===== src/rtl/spi_flash_resp.sv =====
// SPI mode-0 read-only flash responder.
// Serves READ_CMD transactions from a 32-bit backing memory, streaming
// bytes MSB first, little-endian within each word, address wrapping at
// 2^ADDR_W. All SPI pins are synchronized into the clk domain.
module spi_flash_resp #(
  parameter logic [7:0] READ_CMD = 8'h03,
  parameter int         ADDR_W   = 24
) (
  input  logic              clk,
  input  logic              resetn,
  input  logic              spi_clk,
  input  logic              spi_cs_n,
  input  logic              spi_mosi,
  output logic              spi_miso,
  output logic              mem_ren,
  output logic [ADDR_W-1:0] mem_addr,
  input  logic [31:0]       mem_rdata,
  output logic              busy,
  output logic              cmd_err
);

  typedef enum logic [2:0] {
    IDLE   = 3'd0,
    CMD    = 3'd1,
    ADDR   = 3'd2,
    DATA   = 3'd3,
    IGNORE = 3'd4
  } state_t;

  localparam logic [5:0] ADDR_LAST = 6'(ADDR_W - 1);

  // Select byte lane k = bits [8k+7:8k] of a memory word.
  function automatic logic [7:0] lane_byte(input logic [31:0] word, input logic [1:0] sel);
    case (sel)
      2'd0:    lane_byte = word[7:0];
      2'd1:    lane_byte = word[15:8];
      2'd2:    lane_byte = word[23:16];
      default: lane_byte = word[31:24];
    endcase
  endfunction

  logic sclk_meta, sclk_sync, sclk_prev;
  logic cs_meta, cs_sync, cs_prev;
  logic mosi_meta, mosi_sync;
  logic sclk_rise, sclk_fall, cs_fall;

  state_t            state, state_nxt;
  logic [5:0]        bit_cnt, bit_cnt_nxt;
  logic [6:0]        cmd_sh, cmd_sh_nxt;
  logic [ADDR_W-1:0] addr, addr_nxt;
  logic [6:0]        shift, shift_nxt;
  logic              load_pend, load_pend_nxt;
  logic              miso_nxt, ren_nxt, err_nxt, busy_nxt;
  logic [ADDR_W-1:0] maddr_nxt;
  logic [7:0]        lane;

  // Two-flop synchronizers plus one history flop for edge detection.
  always_ff @(posedge clk or negedge resetn) begin
    if (!resetn) begin
      sclk_meta <= 1'b0; sclk_sync <= 1'b0; sclk_prev <= 1'b0;
      cs_meta   <= 1'b1; cs_sync   <= 1'b1; cs_prev   <= 1'b1;
      mosi_meta <= 1'b0; mosi_sync <= 1'b0;
    end else begin
      sclk_meta <= spi_clk;  sclk_sync <= sclk_meta; sclk_prev <= sclk_sync;
      cs_meta   <= spi_cs_n; cs_sync   <= cs_meta;   cs_prev   <= cs_sync;
      mosi_meta <= spi_mosi; mosi_sync <= mosi_meta;
    end
  end

  assign sclk_rise = sclk_sync & ~sclk_prev;
  assign sclk_fall = ~sclk_sync & sclk_prev;
  assign cs_fall   = ~cs_sync & cs_prev;
  assign lane      = lane_byte(mem_rdata, addr[1:0]);

  // Next-state and next-output decode; chip-select release overrides every phase.
  always_comb begin
    state_nxt     = state;
    bit_cnt_nxt   = bit_cnt;
    cmd_sh_nxt    = cmd_sh;
    addr_nxt      = addr;
    shift_nxt     = shift;
    load_pend_nxt = mem_ren;
    miso_nxt      = 1'b1;
    ren_nxt       = 1'b0;
    maddr_nxt     = mem_addr;
    err_nxt       = 1'b0;
    case (state)
      IDLE: begin
        load_pend_nxt = 1'b0;
        if (cs_fall) begin
          state_nxt   = CMD;
          bit_cnt_nxt = 6'd0;
        end else begin
          state_nxt   = IDLE;
        end
      end
      CMD: begin
        if (sclk_rise) begin
          cmd_sh_nxt  = {cmd_sh[5:0], mosi_sync};
          bit_cnt_nxt = bit_cnt + 6'd1;
          if (bit_cnt == 6'd7) begin
            bit_cnt_nxt = 6'd0;
            if ({cmd_sh, mosi_sync} == READ_CMD) begin
              state_nxt = ADDR;
            end else begin
              state_nxt = IGNORE;
              err_nxt   = 1'b1;
            end
          end else begin
            state_nxt = CMD;
          end
        end else begin
          state_nxt = CMD;
        end
      end
      ADDR: begin
        if (sclk_rise) begin
          addr_nxt    = {addr[ADDR_W-2:0], mosi_sync};
          bit_cnt_nxt = bit_cnt + 6'd1;
          if (bit_cnt == ADDR_LAST) begin
            bit_cnt_nxt = 6'd0;
            state_nxt   = DATA;
            ren_nxt     = 1'b1;
            maddr_nxt   = {addr_nxt[ADDR_W-1:2], 2'b00};
          end else begin
            state_nxt   = ADDR;
          end
        end else begin
          state_nxt = ADDR;
        end
      end
      DATA: begin
        miso_nxt = spi_miso;
        // A fresh byte arrives one clk after each mem_ren; the falling edge
        // that follows bit 0 (bit_cnt back at 0) must not shift.
        if (load_pend) begin
          miso_nxt  = lane[7];
          shift_nxt = lane[6:0];
        end else if (sclk_fall && (bit_cnt != 6'd0)) begin
          miso_nxt  = shift[6];
          shift_nxt = {shift[5:0], 1'b0};
        end else begin
          shift_nxt = shift;
        end
        if (sclk_rise) begin
          bit_cnt_nxt = bit_cnt + 6'd1;
          if (bit_cnt == 6'd7) begin
            bit_cnt_nxt = 6'd0;
            addr_nxt    = addr + ADDR_W'(1);
            ren_nxt     = 1'b1;
            maddr_nxt   = {addr_nxt[ADDR_W-1:2], 2'b00};
          end else begin
            ren_nxt     = 1'b0;
          end
        end else begin
          bit_cnt_nxt = bit_cnt;
        end
      end
      IGNORE: begin
        state_nxt = IGNORE;
      end
      default: begin
        state_nxt = IDLE;
      end
    endcase
    if ((state != IDLE) && cs_sync) begin
      state_nxt     = IDLE;
      bit_cnt_nxt   = 6'd0;
      miso_nxt      = 1'b1;
      ren_nxt       = 1'b0;
      load_pend_nxt = 1'b0;
    end else begin
      load_pend_nxt = load_pend_nxt;
    end
    busy_nxt = (state_nxt != IDLE);
  end

  // State, datapath and registered outputs.
  always_ff @(posedge clk or negedge resetn) begin
    if (!resetn) begin
      state     <= IDLE;
      bit_cnt   <= 6'd0;
      cmd_sh    <= 7'd0;
      addr      <= '0;
      shift     <= 7'd0;
      load_pend <= 1'b0;
      spi_miso  <= 1'b1;
      mem_ren   <= 1'b0;
      mem_addr  <= '0;
      busy      <= 1'b0;
      cmd_err   <= 1'b0;
    end else begin
      state     <= state_nxt;
      bit_cnt   <= bit_cnt_nxt;
      cmd_sh    <= cmd_sh_nxt;
      addr      <= addr_nxt;
      shift     <= shift_nxt;
      load_pend <= load_pend_nxt;
      spi_miso  <= miso_nxt;
      mem_ren   <= ren_nxt;
      mem_addr  <= maddr_nxt;
      busy      <= busy_nxt;
      cmd_err   <= err_nxt;
    end
  end

endmodule


===== config.mk =====
export PLATFORM = sky130hd
export DESIGN_NAME = spi_flash_resp
export DESIGN_NICKNAME = d
export VERILOG_FILES = /design/src/rtl/spi_flash_resp.sv
export SDC_FILE = /design/constraint.sdc
export NUM_CORES = 1
export LEC_CHECK = 0
export CORE_MARGIN = 2
export CORE_UTILIZATION = 31
export DETAILED_ROUTE_END_ITERATION = 12
export PLACE_DENSITY = 0.6
export SETUP_SLACK_MARGIN = 0.2
export SLEW_MARGIN = 0
export SYNTH_ARGS = -nofsm -noshare
export SYNTH_HDL_FRONTEND = slang
export SYNTH_SLANG_ARGS = --single-unit

===== constraint.sdc =====
create_clock -name clk -period 3.5 [get_ports clk]
set_input_delay 0.7 -clock clk [delete_from_list [all_inputs] [get_ports clk]]
set_output_delay 0.7 -clock clk [all_outputs]
set_load 0.01 [all_outputs]

==> impl_metrics.csv <==
group,metric,value,unit
sta,timing.final.crit_share,79.16,%
yosys,synthesis.area,4762,µm²
critical_path,r2r-end,"mem_addr[16]",
outcome,status,"complete, no violations",
pwr,sequentialPowerShare,48.9,%
sta,slew_viol_final,0,
clock_network,clk_path_buf_depth,2,
critical_path,cp_slowest_cell,"or4_1",
critical_path,crit_required,3.78,ns
critical_path,path_buf_inv,0,
yosys,async_reset_ff_share,100.0,%
sta,fmax,360.9,MHz
yosys,synth_top_area_share,40.99,%
routing,ant_nets,0,
sta,slew_headroom,42.05,%
final_layout,final_nets,592,
floorplan,initial_core_util,31.56,%
floorplan,die_w,127.9,µm
floorplan,placementRows,45,
sta,rsz0062_at_grt,"no",
critical_path,cpPeakStageDelay,0.63,ns
yosys,synth.avg_cell_area,9.247,µm²
clock_network,insertion_delay,0.35,ns
routing,drcViolationCount,0,
routing,drtIter0Drc,361,
final_layout,antennaDiodeCount,0,
pwr,swShare,24.79,%
pwr,p_switching,513.5,µW
routing,vias,4048,
clock_network,htree_levels,3,
critical_path,cp_max_fo,16,
critical_path,cp_cell_sequence,"ha_1 -> nand4_4 -> or4_1 -> or3_4 -> o21ai_0 -> o22a_1",
critical_path,cp-end-kind,"register",
floorplan,coreArea,15090,µm²
global_route,track_usage,15.51,%
clock_network,postCtsHoldBufs,0,
routing,firstDrtPassIters,7,
global_route,grt_max_degree,39,
global_route,grt.overflow.total,0,
placement,dp_hpwl,8.414,mm
yosys,ys_seq_elements,82,
clock_network,path_clk_slew,0.06,ns
critical_path,cp.arrival,3.05,ns
floorplan,fp.dieH,127.9,µm
yosys,ys.flop_type,"dfrtp_1",
routing,via_per_inst,5.456,
yosys,syn_inst,515,
pwr,pwr-share-clk,44.4,%
yosys,synth_top_area_cell,"dfrtp_1",
critical_path,rr_startpoint,"addr[0]",
yosys,synth_warnings,0,
sta,tns,0,ns
yosys,yosysMostFrequentCell,"dfrtp_1",
clock_network,post_cts_buffers,0,
yosys,synth_common_cells,"dfrtp_1, nand2_1, o21ai_0",
clock_network,cts_sinks,82,
placement,port_buffers,62,
global_route,grt_pass1_vias,3919,
yosys,yosys-top-cells-area,"dfrtp_1, nand2_1, o21ai_0",
final_layout,syn_to_final_growth,19.42,%
pwr,power_frac_comb,6.7,%
final_layout,drive_gt1_share,11.01,%
critical_path,path_class,"register to register",
placement,gp_congestion,0.8006,
sta,hold_viol_final,0,
clock_network,cts_tree,"built",
yosys,synth_cell_type_count,72,
clock_network,postCtsResizedCells,0,
critical_path,crit_family,"simple AND/OR/NAND/NOR gates",
sta,min_period,2.771,ns
critical_path,reg2reg_setup_slack,0.73,ns
pwr,irDropWorstVdd,0.2593,mV
clock_network,cts_root_buf,"clkbuf_16",
pwr,p_int,1.558,mW
floorplan,ios,65,
placement,dp_cells,726,
sta,fin_skew,0.004947,ns
global_route,antenna_found_initial,0,
yosys,ys_seq_area_share,43.19,%
clock_network,cts_made_buffers,9,
run,drv_cap,0,
sta,finalSetupViolCount,0,
pwr,powerDensity,364.3,nW/µm²
yosys,synth-edff-count,0,
pwr,p_leak,2.315,nW
min_path,holdCritPathClass,"primary input to async pin",
routing,wl_per_cell,16.31,µm
critical_path,r2r_cells,6,
critical_path,critPathLaunchType,"register",
sta,tightest_slew,0.8614,ns
sta,hold-worst-slack,0.3357,ns
global_route,grt_pass1_wl,20.24,mm
routing,routed_wl,12.10,mm
final_layout,instances_no_fill,742,
floorplan,die_area,16370,µm²
## worst max path at each step
| stage | startpoint | to | slack [ns] | depth (start not counted) |
|---|---|---|---|---|
| 2_1_floorplan | addr[0] | addr[16] | 1.27 | 8 |
| 3_3_place_gp | addr[0] | addr[16] | 0.88 | 6 |
| 3_5_place_dp | addr[0] | mem_addr[16] | 0.78 | 6 |
| 4_1_cts | addr[0] | mem_addr[16] | 0.73 | 6 |
| 5_1_grt | addr[0] | mem_addr[16] | 0.54 | 6 |
| 6_report | addr[0] | mem_addr[16] | 0.73 | 6 |
## layout by cell type, fill, tap and decap left out, types with 9 or more instances in the layout
cell | Yosys | final
clkdlybuf4s50_1 | 0 | 61
nand2_1 | 64 | 64
inv_1 | 9 | 9
dfrtp_1 | 78 | 78
mux2_2 | 10 | 10
buf_4 | 6 | 10
o21ai_0 | 40 | 39
nor3_1 | 18 | 18
nor2_1 | 27 | 27
a21o_1 | 11 | 11
nand3_1 | 11 | 11
and3_1 | 9 | 9
clkbuf_16 | 0 | 9
a21oi_1 | 33 | 33
## flip-flops by register name, summed over array words and instances, names as in the netlist, 3 cells and up
signal / cells
addr: 24
mem_addr: 22
cmd_sh: 7
shift: 7
bit_cnt: 6
state: 3
## through the flow
step | cell area, µm² | setup slack [ns] | utilization, % | total power [mW]
CTS | 5687 | 0.7251 | 37.69 | 2.100
global route | 5687 | 0.5416 | 37.69 | 2.162
detailed placement | 5400 | 0.7810 | 35.79 | 1.172
floorplan | 4766 | 1.274 | - | 1.090
finish | 5687 | 0.7293 | 37.69 | 2.072
global placement | 5400 | 0.8756 | 35.79 | 1.167
## cell type report
class | instances | area [µm²]
clock buffers | 9 | 225.2
clock inverters | 7 | 61.31
fillers | 1512 | 9403
inverters | 9 | 33.78
multi-input cells | 376 | 2389
flip-flops and latches | 82 | 2057
well taps | 188 | 235.2
repair buffers | 71 | 685.7
## kinds of logic (layout without fill, tap and decap cells)
group                    Yosys count  after routing  synth area share, %
flip-flops                        82             82                43.19
buffers and inverters             58             96                6.805
AO/OA/AOI/OAI                    164            164                23.75
XOR/XNOR                           7              7                1.287
adder cells (fa/ha/maj)            6              6                1.576
AND/OR/NAND/NOR                  179            179                19.26
multiplexers                      18             18                4.046
other                              1              2              0.07875
## power groups by stage
stage	clock network [mW]	logic, mW	registers, mW
finish	0.919	0.139	1.01
floorplan	0	0.0689	1.02
CTS	0.945	0.142	1.01
detailed placement	0	0.142	1.03
global placement	0	0.139	1.03
global route	0.989	0.156	1.02
## routing by layer
layer	wire (µm)	vias up	track usage (%)
met3	490	9	3.506
met2	5815	93	25.01
met1	5650	1980	20.62
met4	147	0	5.301
li1	-	1966	-
met5	0	-	0
(Power assumes the default switching activity.)
